`config.mk`:
```
export PLATFORM = sky130hd
export DESIGN_NAME = bcd_tick_counter
export DESIGN_NICKNAME = d
export VERILOG_FILES = /design/src/rtl/bcd_pkg.sv /design/src/rtl/sync_rise_detect.sv /design/src/rtl/bcd_tick_counter.sv
export SDC_FILE = /design/constraint.sdc
export NUM_CORES = 1
export LEC_CHECK = 0
export ABC_AREA = 1
export CAP_MARGIN = 20
export CORE_MARGIN = 3
export CORE_UTILIZATION = 57
export DETAILED_ROUTE_END_ITERATION = 8
export PLACE_DENSITY = 0.95
export SETUP_SLACK_MARGIN = 0.05
export SLEW_MARGIN = 20
export SYNTH_ARGS = -nofsm -noshare
export SYNTH_HDL_FRONTEND = slang
export SYNTH_SLANG_ARGS = --single-unit
```
`constraint.sdc`:
```
create_clock -name clock -period 3.5 [get_ports clock]
set_clock_uncertainty 0.1 [all_clocks]
set_input_delay 0.7 -clock clock [delete_from_list [all_inputs] [get_ports clock]]
set_output_delay 0.7 -clock clock [all_outputs]
set_load 0.02 [all_outputs]
```
`src/rtl/bcd_pkg.sv`:
```
// Shared BCD digit constants and per-digit helpers for the tick counter.
// Pure combinational functions; no state lives here.
package bcd_pkg;

    localparam int         BCD_W   = 4;
    localparam logic [3:0] BCD_MAX = 4'd9;

    function automatic logic [3:0] bcd_clamp(input logic [3:0] d);
        return (d > BCD_MAX) ? BCD_MAX : d;
    endfunction

    // Returns {carry/borrow out, next digit}; digit is untouched when cin is low.
    function automatic logic [4:0] bcd_step(input logic [3:0] d,
                                            input logic       up,
                                            input logic       cin);
        logic [4:0] r;
        r = {1'b0, d};
        if (cin) begin
            if (up) begin
                r = (d >= BCD_MAX) ? {1'b1, 4'd0} : {1'b0, d + 4'd1};
            end else begin
                r = (d == 4'd0) ? {1'b1, BCD_MAX} : {1'b0, d - 4'd1};
            end
        end
        return r;
    endfunction

endpackage

```
`src/rtl/sync_rise_detect.sv`:
```
// Synchronizes an asynchronous level and flags its rising edges, one cycle each.
// rise asserts SYNC_STAGES clocks after first sampling; no backpressure.
module sync_rise_detect #(
    parameter int SYNC_STAGES = 2
) (
    input  logic clock,
    input  logic reset,
    input  logic async_in,
    output logic rise
);

    logic [SYNC_STAGES-1:0] sync_q;
    logic                   history;
    logic [SYNC_STAGES:0]   fill;

    always_ff @(posedge clock or posedge reset) begin
        if (reset) begin
            sync_q  <= '0;
            history <= 1'b0;
            fill    <= '0;
        end else begin
            sync_q  <= {sync_q[SYNC_STAGES-2:0], async_in};
            history <= sync_q[SYNC_STAGES-1];
            fill    <= {fill[SYNC_STAGES-1:0], 1'b1};
        end
    end

    // Armed only once the sync chain and history hold genuine post-reset samples,
    // so a level already high at reset release is never seen as an edge.
    // rise is decoded purely from flops, so it is glitch-free into the counter.
    assign rise = sync_q[SYNC_STAGES-1] & ~history & fill[SYNC_STAGES];

endmodule

```
`src/rtl/bcd_tick_counter.sv`:
```
// Multi-digit BCD up/down counter advanced by synchronized rising edges of tick_in.
// Outputs update SYNC_STAGES clocks after tick_in is first sampled high; no backpressure.
module bcd_tick_counter
    import bcd_pkg::*;
#(
    parameter int DIGITS      = 4,
    parameter int SYNC_STAGES = 2
) (
    input  logic                  clock,
    input  logic                  reset,
    input  logic                  tick_in,
    input  logic                  enable,
    input  logic                  up_down,
    input  logic                  load,
    input  logic [4*DIGITS-1:0]   load_value,
    output logic [4*DIGITS-1:0]   count,
    output logic                  tick_pulse,
    output logic                  terminal
);

    localparam int CW = BCD_W * DIGITS;

    logic          rise;
    logic [DIGITS:0] carry;
    logic [CW-1:0] stepped;
    logic [CW-1:0] clamped;

    sync_rise_detect #(
        .SYNC_STAGES (SYNC_STAGES)
    ) u_sync (
        .clock    (clock),
        .reset    (reset),
        .async_in (tick_in),
        .rise     (rise)
    );

    assign carry[0] = 1'b1;

    // Ripple carry/borrow: a digit only moves when every lower digit wraps.
    for (genvar i = 0; i < DIGITS; i++) begin : g_digit
        logic [4:0] step;
        assign step                    = bcd_step(count[i*BCD_W +: BCD_W], up_down, carry[i]);
        assign stepped[i*BCD_W +: BCD_W] = step[3:0];
        assign carry[i+1]              = step[4];
        assign clamped[i*BCD_W +: BCD_W] = bcd_clamp(load_value[i*BCD_W +: BCD_W]);
    end

    always_ff @(posedge clock or posedge reset) begin
        if (reset) begin
            count      <= '0;
            tick_pulse <= 1'b0;
            terminal   <= 1'b0;
        end else begin
            tick_pulse <= rise;
            if (load) begin
                count    <= clamped;
                terminal <= 1'b0;
            end else if (enable && rise) begin
                count    <= stepped;
                terminal <= carry[DIGITS];
            end else begin
                terminal <= 1'b0;
            end
        end
    end

endmodule

```
Word-level counts from Yosys, hierarchy flattened
Index checks and enable logic that the tools add are counted.
- magnitude comparators: 8
- reductions and logical operators: 12
- bitwise logic cells: 3
- muxes and demuxes: 23
- $add $sub $neg: 8
- operators by type and width (cell ; number):
    5-bit 2-to-1 mux ; 15
    16-bit 2-to-1 mux ; 2
    4-bit by 1-bit adder with 4-bit output (second input constant) ; 4
    4-bit greater-or-equal comparator (second input constant) ; 4
    4-bit > comparator (second input constant) ; 4
    4-bit logical NOT ; 4
    4-bit 2-to-1 mux ; 4
    4-bit by 1-bit subtractor with 4-bit output (second input constant) ; 4
    2-bit nonzero test ; 4
    2-bit AND reduction ; 3
    1-bit AND ; 2
    1-bit 2-to-1 mux ; 2
    1-bit logical AND ; 1
    1-bit NOT ; 1
- output and inout port bits: 18
- flip-flop bits (word level): 24
- bits of input ports: 22
- word-level logic and storage cells: 63

Depth between registers and ports, before layout
Gate-level depths: netlist of the first run.
- depth in word-level cells: 8
- mapped depth: 12

Modules after synthesis
A second synthesis of the first run with hierarchy kept.
- cell total of the unflattened synthesis: 295
- area, all modules: 2072.0 um^2
- modules (own cells, without submodules) (module ; area each (um^2) ; cells an instance ; times used ; sequential area each (um^2)):
    bcd_tick_counter ; 1904.3 ; 285 ; 1 ; 450.4
    sync_rise_detect ; 167.7 ; 10 ; 1 ; 150.1

Worst setup path before layout of the first run
Ideal clock, no wire load.
- path type: flip-flop to flip-flop
- start point: register count[0]
- end point: register count[6]
- arrival: 1.537 ns
- slack: 1.745 ns
- stages on the path, launching flop included: 10
- data required time: 3.283 ns
- buffers on the path: 0
- clock period less this slack: 1.755 ns
- cell sequence: dfrtp_1 -> inv_1 -> ha_1 -> nand2_1 -> o21ai_2 -> nand2_2 -> o21ai_2 -> nand2_1 -> nor2_1 -> nor2_1
- word-level cells in the longest chain between the ends: 5
- elaborated cells on any way between the ends: 7
- those cells by class: order compare (1); mux (3); reduce/logical (3)
- ends and longest elaborated chain (what ; RTL line ; text):
    start, declared ; bcd_tick_counter.sv:16 ; output logic [4*DIGITS-1:0] count,
    start signal, assigned ; bcd_tick_counter.sv:56 ; count <= clamped;
    start signal, assigned ; bcd_tick_counter.sv:59 ; count <= stepped;
    4-bit greater-or-equal comparator / 4-bit logical NOT (equally long branches) ; bcd_pkg.sv:20, bcd_pkg.sv:22 ;
    5-bit 2-to-1 mux, on equally long branches ; bcd_pkg.sv:20, bcd_pkg.sv:22 ;
    5-bit 2-to-1 mux * ; bcd_pkg.sv:19 ; if (up) begin
    2-bit nonzero test (no line) * ; -- ;
    2-bit AND reduction (no line) * ; -- ;
Mark *: on every way between the ends. The rest lies on a longest branch, timed or not.
A chain may end at the register's enable or synchronous reset.

Worst setup path after layout of the first run
- start point: input port up_down
- end point: register count[8]
- word-level cells in the longest chain between the ends: 4
- elaborated cells on any way between the ends: 9
- those cells by class: mux (7); reduce/logical (2)
- ends and longest elaborated chain (what ; RTL line ; text):
    start, declared ; bcd_tick_counter.sv:13 ; input logic up_down,
    5-bit 2-to-1 mux ; bcd_pkg.sv:19 ;
    5-bit 2-to-1 mux ; bcd_pkg.sv:18 ; if (cin) begin
    16-bit 2-to-1 mux / 2-bit nonzero test (equally long branches) ; -- ;
    16-bit 2-to-1 mux / 2-bit AND reduction (equally long branches) ; -- ;
Parallel ways exist; a longest one is shown, timed or not. The select of a mux whose other input is x is not followed.

==> implementation parameters, run 1 <==
Parameter                              Value

Logic synthesis
  Mean instance size in the synthesized netlist ... around 7.1 µm²
  Net Count, Synth ... 330
  Synth Instances ... ~300
  Proportion of register bits with asynchronous set or reset after synthesis ... 100.0%
  Yosys top cell by area ... dfrtp_1
  Top post-synthesis cells by count ... 83 x nand2_1, 33 x nand3_1, 30 x inv_1
  Top-count cell post-synth ... nand2_1
  #FFs+latches synth ... 24
  Synth cell types ... 34
  Portion of synthesized cell area occupied by the leading cell type ... a little under 30%
  Portion of the post-synthesis area used by sequential elements ... between 20% and 30%
  Post-Synthesis Cell Area ... 2083 µm²
  Number of enable-type register cells in the synthesized netlist ... 0
  Synth Warn # ... 0
  Ys flop type ... dfrtp_1
  Top area cells in the synthesized netlist ... dfrtp_1 29%, nand2_1 15%, nand3_1 7.9%

GRT
  Largest net degree at the start of global routing ... 25
  Number of antenna violations at the first check in global routing ... 0
  Number of global-route vias before repair ... 1988
  Total track usage ... between 20% and 30%
  Aggregate global routing overflow ... 0
  First-pass GRT wire length ... 8.300 mm

Timing
  Max frequency ... 413.4 MHz
  Total negative slack for setup checks ... 0 ns
  Worst slew slack as a fraction of its limit ... about two fifths
  Clock period minus worst slack ... 2.419 ns
  Number of endpoints failing setup at the final stage ... 0
  Slew at the pin with the worst max-slew slack ... 0.9187 ns
  Final max-slew violation count ... 0
  Final hold slack ... 0.2641 ns
  Share of the clock period used by the worst path ... 69.12%
  Setup repair after global routing missed its margin ... false
  Endpoints failing hold ... 0

Hold path
  Hold Path Class ... reg2reg

Clocking
  Quantity of hold-fixing buffers added after cts ... 0
  Clock Pin Slew Worst Setup and Hold Paths ... 0.15 ns
  CTS Buffer Depth ... 2
  Clock tree from TritonCTS ... yes
  # H-tree levels ... 1
  CTS sink cnt ... 24
  CTS buffer count ... 3
  # Post-CTS Setup Buffers ... 0
  Clock root buffer ... clkbuf_4
  Clock latency on the worst-skew pair ... 0.33 ns
  Post-cts resize count ... 0

Final layout
  Area growth from synthesis to layout ... 21.92%
  Post-route non-filler standard cell count ... 379
  Total non-filler cell area in the finished layout ... approximately 2500 µm²
  Number of diodes added for antenna fixing ... 0
  Net count of the finished layout ... approximately 370
  Layout cell share with drive strength beyond 1 ... 10.81%

Power
  Power density cells ... about 360 nW/µm²
  Worst voltage drop across the vdd grid ... 0.2536 mV
  Power share of the clock group ... 22.7%
  Static Leak ... 1.229 nW
  Share of total power consumed by net switching ... 38.10%
  Combinational fraction of design power ... 39.5%
  Final Power ... 0.0009147 W
  Sequential group share of total power ... 37.8%
  Internal power summed over all cells ... 0.0005662 W
  Net switching power figure ... 0.0003485 W

Setup path
  Slowest stage cell on the critical path ... clkdlybuf4s50_1
  Category of the critical setup timing path ... in2reg
  Kind of launch point of the worst setup path ... input port
  Arrival time at the worst endpoint ... 2.56 ns
  Crit path required time ... ~3.6 ns
  Largest fanout on the critical path ... 14
  List of cells traversed by the critical path ... clkdlybuf4s50_1 > inv_2 > nand4_2 > nand2_4 > nand3_4 > nand2_4 > inv_2 > nand2_1 > nand2_1
  Slowest stage delay, CP ... 0.74 ns
  Endpoint type of the worst setup path ... flop

Placement
  HPWL after detailed placement ... 3.663 mm
  Placed Instance Area ... roughly 2500 µm²
  RePlAce Congestion ... 0.9219
  Placed insts ... 375
  Port Buf Inserts ... 39

Run status
  Status ... finished clean

Floorplan
  Floorplan Core Area ... 3416 µm²
  Total I/O pin count ... 40
  Die height ... between 60 and 70 µm
  Starting density of the core ... 60.99%
  Horizontal die dimension ... 66.46 µm
  Die area ... 4416 µm²
  Placement Rows ... 21

Detailed routing
  Remaining routing DRC violations ... 0
  Total number of vias ... just over 2k
  Vias per std cell ... approximately 5.4
  Number of nets with antenna violations after detailed routing ... 0
  Wire length per cell after detailed routing ... roughly 13 µm
  Drt first-iter violations ... 165
  Number of detailed-routing iterations run before antenna repair ... 4
  Wire length reported by the detailed router ... approximately 4.8 mm

Job
  Max Cap Violations ... 0
## cell families after synthesis
| logic type | synth area share [%] |
|---|---|
| AOI/OAI and AO/OA | 10.03 |
| xor gates and xnor gates | 2.943 |
| adders and majority gates | 7.808 |
| buffers and inverters | 9.490 |
| DFF | 28.83 |
| other | 0.1800 |
| and+or+nand+nor | 40.72 |
## worst max-delay path: cells and delay by family
family / cells / cell delay (ns)
and+or+nand+nor: 6 / 0.68
buffers and inverters: 3 / 1.17
## layout make-up
class                           count  area, µm²
Clock inverter                      1      30.03
Tap cell                           46      57.56
Multi-Input combinational cell    226       1285
Sequential cell                    24      600.6
Timing Repair Buffer               40      397.9
Clock buffer                        3      22.52
Fill cell                         258      875.8
Inverter                           39      146.4
## final timing paths
check / start / end / slack, ns / cells after the start
worst max register to register: count[0] / count[6] / 1.57 / 9
worst min-delay path: u_sync.fill[0] / u_sync.fill[1] / 0.26 / 0
min in group asynchronous: reset / terminal / 0.77 / 2
worst min register to register: u_sync.fill[0] / u_sync.fill[1] / 0.26 / 0
worst max-delay path: up_down / count[8] / 1.08 / 9
max in group asynchronous: reset / count[12] / 1.97 / 2
## power by group through the flow
stage / Combinational (W) / Sequential [W] / Clock (W)
6_report: 0.000361 / 0.000346 / 0.000208
5_1_grt: 0.000404 / 0.000351 / 0.000216
4_1_cts: 0.000361 / 0.000345 / 0.000210
3_5_place_dp: 0.000358 / 0.000350 / 0
3_3_place_gp: 0.000346 / 0.000349 / 0
2_1_floorplan: 0.000225 / 0.000365 / 0
## flip-flops by register name (all words and copies together), names as in the netlist
name / cells
u_sync.history: 1
u_sync.fill: 3
count: 16
terminal: 1
tick_pulse: 1
u_sync.sync_q: 2
## routing by layer
layer / vias up / track usage (%) / routed length, µm
met1: 906 / 30.49 / 2076
met5: - / 0 / 0
met3: 9 / 2.698 / 319
met4: 0 / 9.898 / 61
li1: 1031 / - / -
met2: 86 / 40.64 / 2367
## cells in the final DEF, fill, tap and decap left out, drive strengths merged, types with 2 or more instances in the layout
master          n
xor2            4
clkdlybuf4s50  39
nand3          39
nand2          92
clkbuf          3
a21oi           6
nand4           8
o211ai          3
nor2           29
ha             13
nor3            2
clkinv          3
dfrtp          24
inv            36
xnor2           3
o21ai          22
## per-stage QoR
stage	setup slack, ns	utilization (%)
6_report	1.081	74.36
5_1_grt	0.9415	74.36
4_1_cts	1.089	74.36
3_5_place_dp	0.7538	72.82
3_3_place_gp	0.8476	72.82
2_1_floorplan	1.745	-
(Power assumes the default switching activity.)
==> run 2, diff against run 1 <==
- CORE_UTILIZATION: 57 -> 52
- PLACE_DENSITY: 0.95 -> 0.89
- clock period: 3.5 -> 2.4 ns (I/O delays scaled with it)
==> run 2 against run 1 <==
Power up 53%. Global-route usage decreased by 3.1 points. Sequential share of layout area down 0.47 points. Hold slack worse by 0.0099 ns. Sequential power increased by 46%. First-iteration DRC count fell by 43%. Sequential cell count stayed put. Routed wire length grew 0.27%. Register-to-register slack worse by 1.2 ns. Via count grew 1.6%.
==> implementation parameters, run 2 (synthesized netlist as in run 1, its figures left out) <==
Parameter                              Value

Hold path
  HP Start ... u_sync.fill[1] (was u_sync.fill[0])
  Hold Path Class ... reg2reg (unchanged)
  Hold Path Cell Cnt ... 0 (unchanged)

GRT
  Aggregate global routing overflow ... 0 (unchanged)
  Number of global-route vias before repair ... 1943 (was 1988)
  First-pass GRT wire length ... 8.459 mm (was 8.300 mm)
  Largest net degree at the start of global routing ... 25 (unchanged)
  Total track usage ... 20.78% (was 23.86%)
  Number of antenna violations at the first check in global routing ... 0 (unchanged)

Final layout
  Fillers ... 328 (was 258)
  Sequential cell area ... 600.6 µm² (unchanged)
  Net count of the finished layout ... 373 (was 369)
  Registers with the highest flip-flop counts ... count: 16 flops, u_sync.fill: 3 flops, u_sync.sync_q: 2 flops (unchanged)
  Commonest cells after routing, fill and taps aside ... 83 x nand2_1, 39 x clkdlybuf4s50_1, 33 x nand3_1, 30 x inv_1, 26 x nor2_1 (unchanged)
  Register with the most flip-flops ... count (unchanged)
  Number of flip-flops in the largest register ... 16 (unchanged)
  Area growth from synthesis to layout ... 24.38% (was 21.92%)
  Number of diodes added for antenna fixing ... 0 (unchanged)
  Most common cell after layout, fill and taps aside ... nand2_1 (unchanged)
  Layout cell share with drive strength beyond 1 ... 11.87% (was 10.81%)
  Footprint of the multi-input gates ... 1285 µm² (unchanged)

Timing
  Total negative slack for setup checks ... 0 ns (unchanged)
  Final max-slew violation count ... 0 (unchanged)
  Endpoints failing hold ... 0 (unchanged)
  Number of endpoints failing setup at the final stage ... 0 (unchanged)
  Share of the clock period used by the worst path ... 86.10%
  Max frequency ... 483.9 MHz
  Setup repair after global routing missed its margin ... false (unchanged)
  Clock period minus worst slack ... just over 2 ns

Setup path
  Count of buffering cells on the critical path with inverters included ... 1 (was 3)
  Category of the critical setup timing path ... reg2out (was in2reg)
  Critical Path Stages ... 1 (was 9)
  Endpoint type of the worst setup path ... output pin (was flop)
  List of cells traversed by the critical path ... clkdlybuf4s50_1 (was clkdlybuf4s50_1 > inv_2 > nand4_2 > nand2_4 > nand3_4 > nand2_4 > inv_2 > nand2_1 > nand2_1)
  Slowest stage delay, CP ... 0.67 ns (was 0.74 ns)
  Worst path top cell family by delay ... buffers and inverters (unchanged)
  Kind of launch point of the worst setup path ... flop (was input port)
  Arrival time at the worst endpoint ... 1.49 ns (was 2.56 ns)
  Critical path origin ... count[10] (was up_down)
  Crit path required time ... 1.82 ns (was 3.64 ns)
  Largest fanout on the critical path ... 9 (was 14)
  Slowest stage cell on the critical path ... clkdlybuf4s50_1 (unchanged)
  Critical register-to-register path startpoint ... count[0] (unchanged)
  Depth of the most critical reg-to-reg path ... 9 (unchanged)

Detailed routing
  Wire length reported by the detailed router ... 4.837 mm (was 4.824 mm)
  Remaining routing DRC violations ... 0 (unchanged)
  Total number of vias ... 2064 (was 2032)
  Number of detailed-routing iterations run before antenna repair ... 4 (unchanged)
  Drt first-iter violations ... 94 (was 165)
  Wire length per cell after detailed routing ... 12.56 µm (was 12.73 µm)
  Number of nets with antenna violations after detailed routing ... 0 (unchanged)
  Vias per std cell ... 5.361 (about the same)

Clocking
  CTS buffer count ... 3 (unchanged)
  # Post-CTS Setup Buffers ... 0 (unchanged)
  # H-tree levels ... 1 (unchanged)
  Clock tree from TritonCTS ... yes (unchanged)
  CTS sink cnt ... 24 (unchanged)
  Clock root buffer ... clkbuf_8 (was clkbuf_4)
  Post-cts resize count ... 0 (unchanged)
  Clock latency on the worst-skew pair ... 0.27 ns (was 0.33 ns)
  CTS Buffer Depth ... 2 (unchanged)
  Clock Pin Slew Worst Setup and Hold Paths ... 0.09 ns (was 0.15 ns)
  Quantity of hold-fixing buffers added after cts ... 0 (unchanged)

Placement
  RePlAce Congestion ... 0.9426 (was 0.9219)
  Port Buf Inserts ... 39 (unchanged)
  HPWL after detailed placement ... 3.727 mm (was 3.663 mm)

Power
  Power density cells ... 539.0 nW/µm² (was 360.1 nW/µm²)
  Final Power ... 0.001397 W (was 0.0009147 W)
  Static Leak ... 1.256 nW (was 1.229 nW)
  Worst voltage drop across the vdd grid ... 0.3630 mV (was 0.2536 mV)

Run status
  Status ... finished clean (unchanged)

Floorplan
  Die area ... 4802 µm² (was 4416 µm²)
  Die height ... 69.30 µm (was 66.46 µm)
  Starting density of the core ... 55.24% (was 60.99%)
  Total I/O pin count ... 40 (unchanged)
  Floorplan Core Area ... 3771 µm² (was 3416 µm²)
  Placement Rows ... 22 (was 21)
  Horizontal die dimension ... 69.30 µm (was 66.46 µm)

Job
  Max Cap Violations ... 0 (unchanged)
run 2: worst paths after layout:
kind                             endpoint  slack, ns
max                             count[10]       0.33
min                        u_sync.fill[2]       0.25
max reg2reg                      count[6]       0.42
min reg2reg                u_sync.fill[2]       0.25
max in group asynchronous       count[14]       1.51
min in group asynchronous        count[3]       0.45
run 2: where the power goes:
| part | switching, W | total [W] | internal (W) |
|---|---|---|---|
| Sequential | 0.0000655 | 0.000505 | 0.000440 |
| Combinational | 0.000309 | 0.000530 | 0.000221 |
| Clock | 0.000138 | 0.000361 | 0.000223 |
run 2: worst reg2reg max path: cells and delay by family, from the launching register on:
kind                     cells  cell delay (ns)
flip-flops                   1             0.48
AND/OR/NAND/NOR              5             0.44
AO/OA/AOI/OAI                2             0.40
adder cells (fa/ha/maj)      1             0.31
buffers and inverters        1             0.14
run 2: layer usage:
| layer | track usage [%] | wire (µm) | part of all wire (%) |
|---|---|---|---|
| met1 | 27.22 | 2112 | 44 |
| met2 | 36.55 | 2407 | 50 |
| met3 | 2.029 | 239 | 4.9 |
| met4 | 5.206 | 78 | 1.6 |
| met5 | 0 | 0 | 0 |
run 2: per-stage QoR:
stage	setup WS, ns	hold slack, ns	cell area (µm²)	cells	util, %
6_report	0.3336	0.2542	2591	385	68.71
5_1_grt	0.2789	0.2638	2591	385	68.71
4_1_cts	0.3303	0.2552	2591	385	68.71
3_5_place_dp	0.2922	0.2347	2520	381	66.82
3_3_place_gp	0.3472	0.2317	2520	381	66.82
2_1_floorplan	0.6451	0.2312	2083	295	-
run 2: cell type report:
class	instances	area share, %
tap	48	2.318
clock inverter	1	1.159
multi-input combinational	226	49.59
inverter	39	5.649
clock buffer	3	1.593
timing repair buffer	44	16.51
sequential	24	23.18
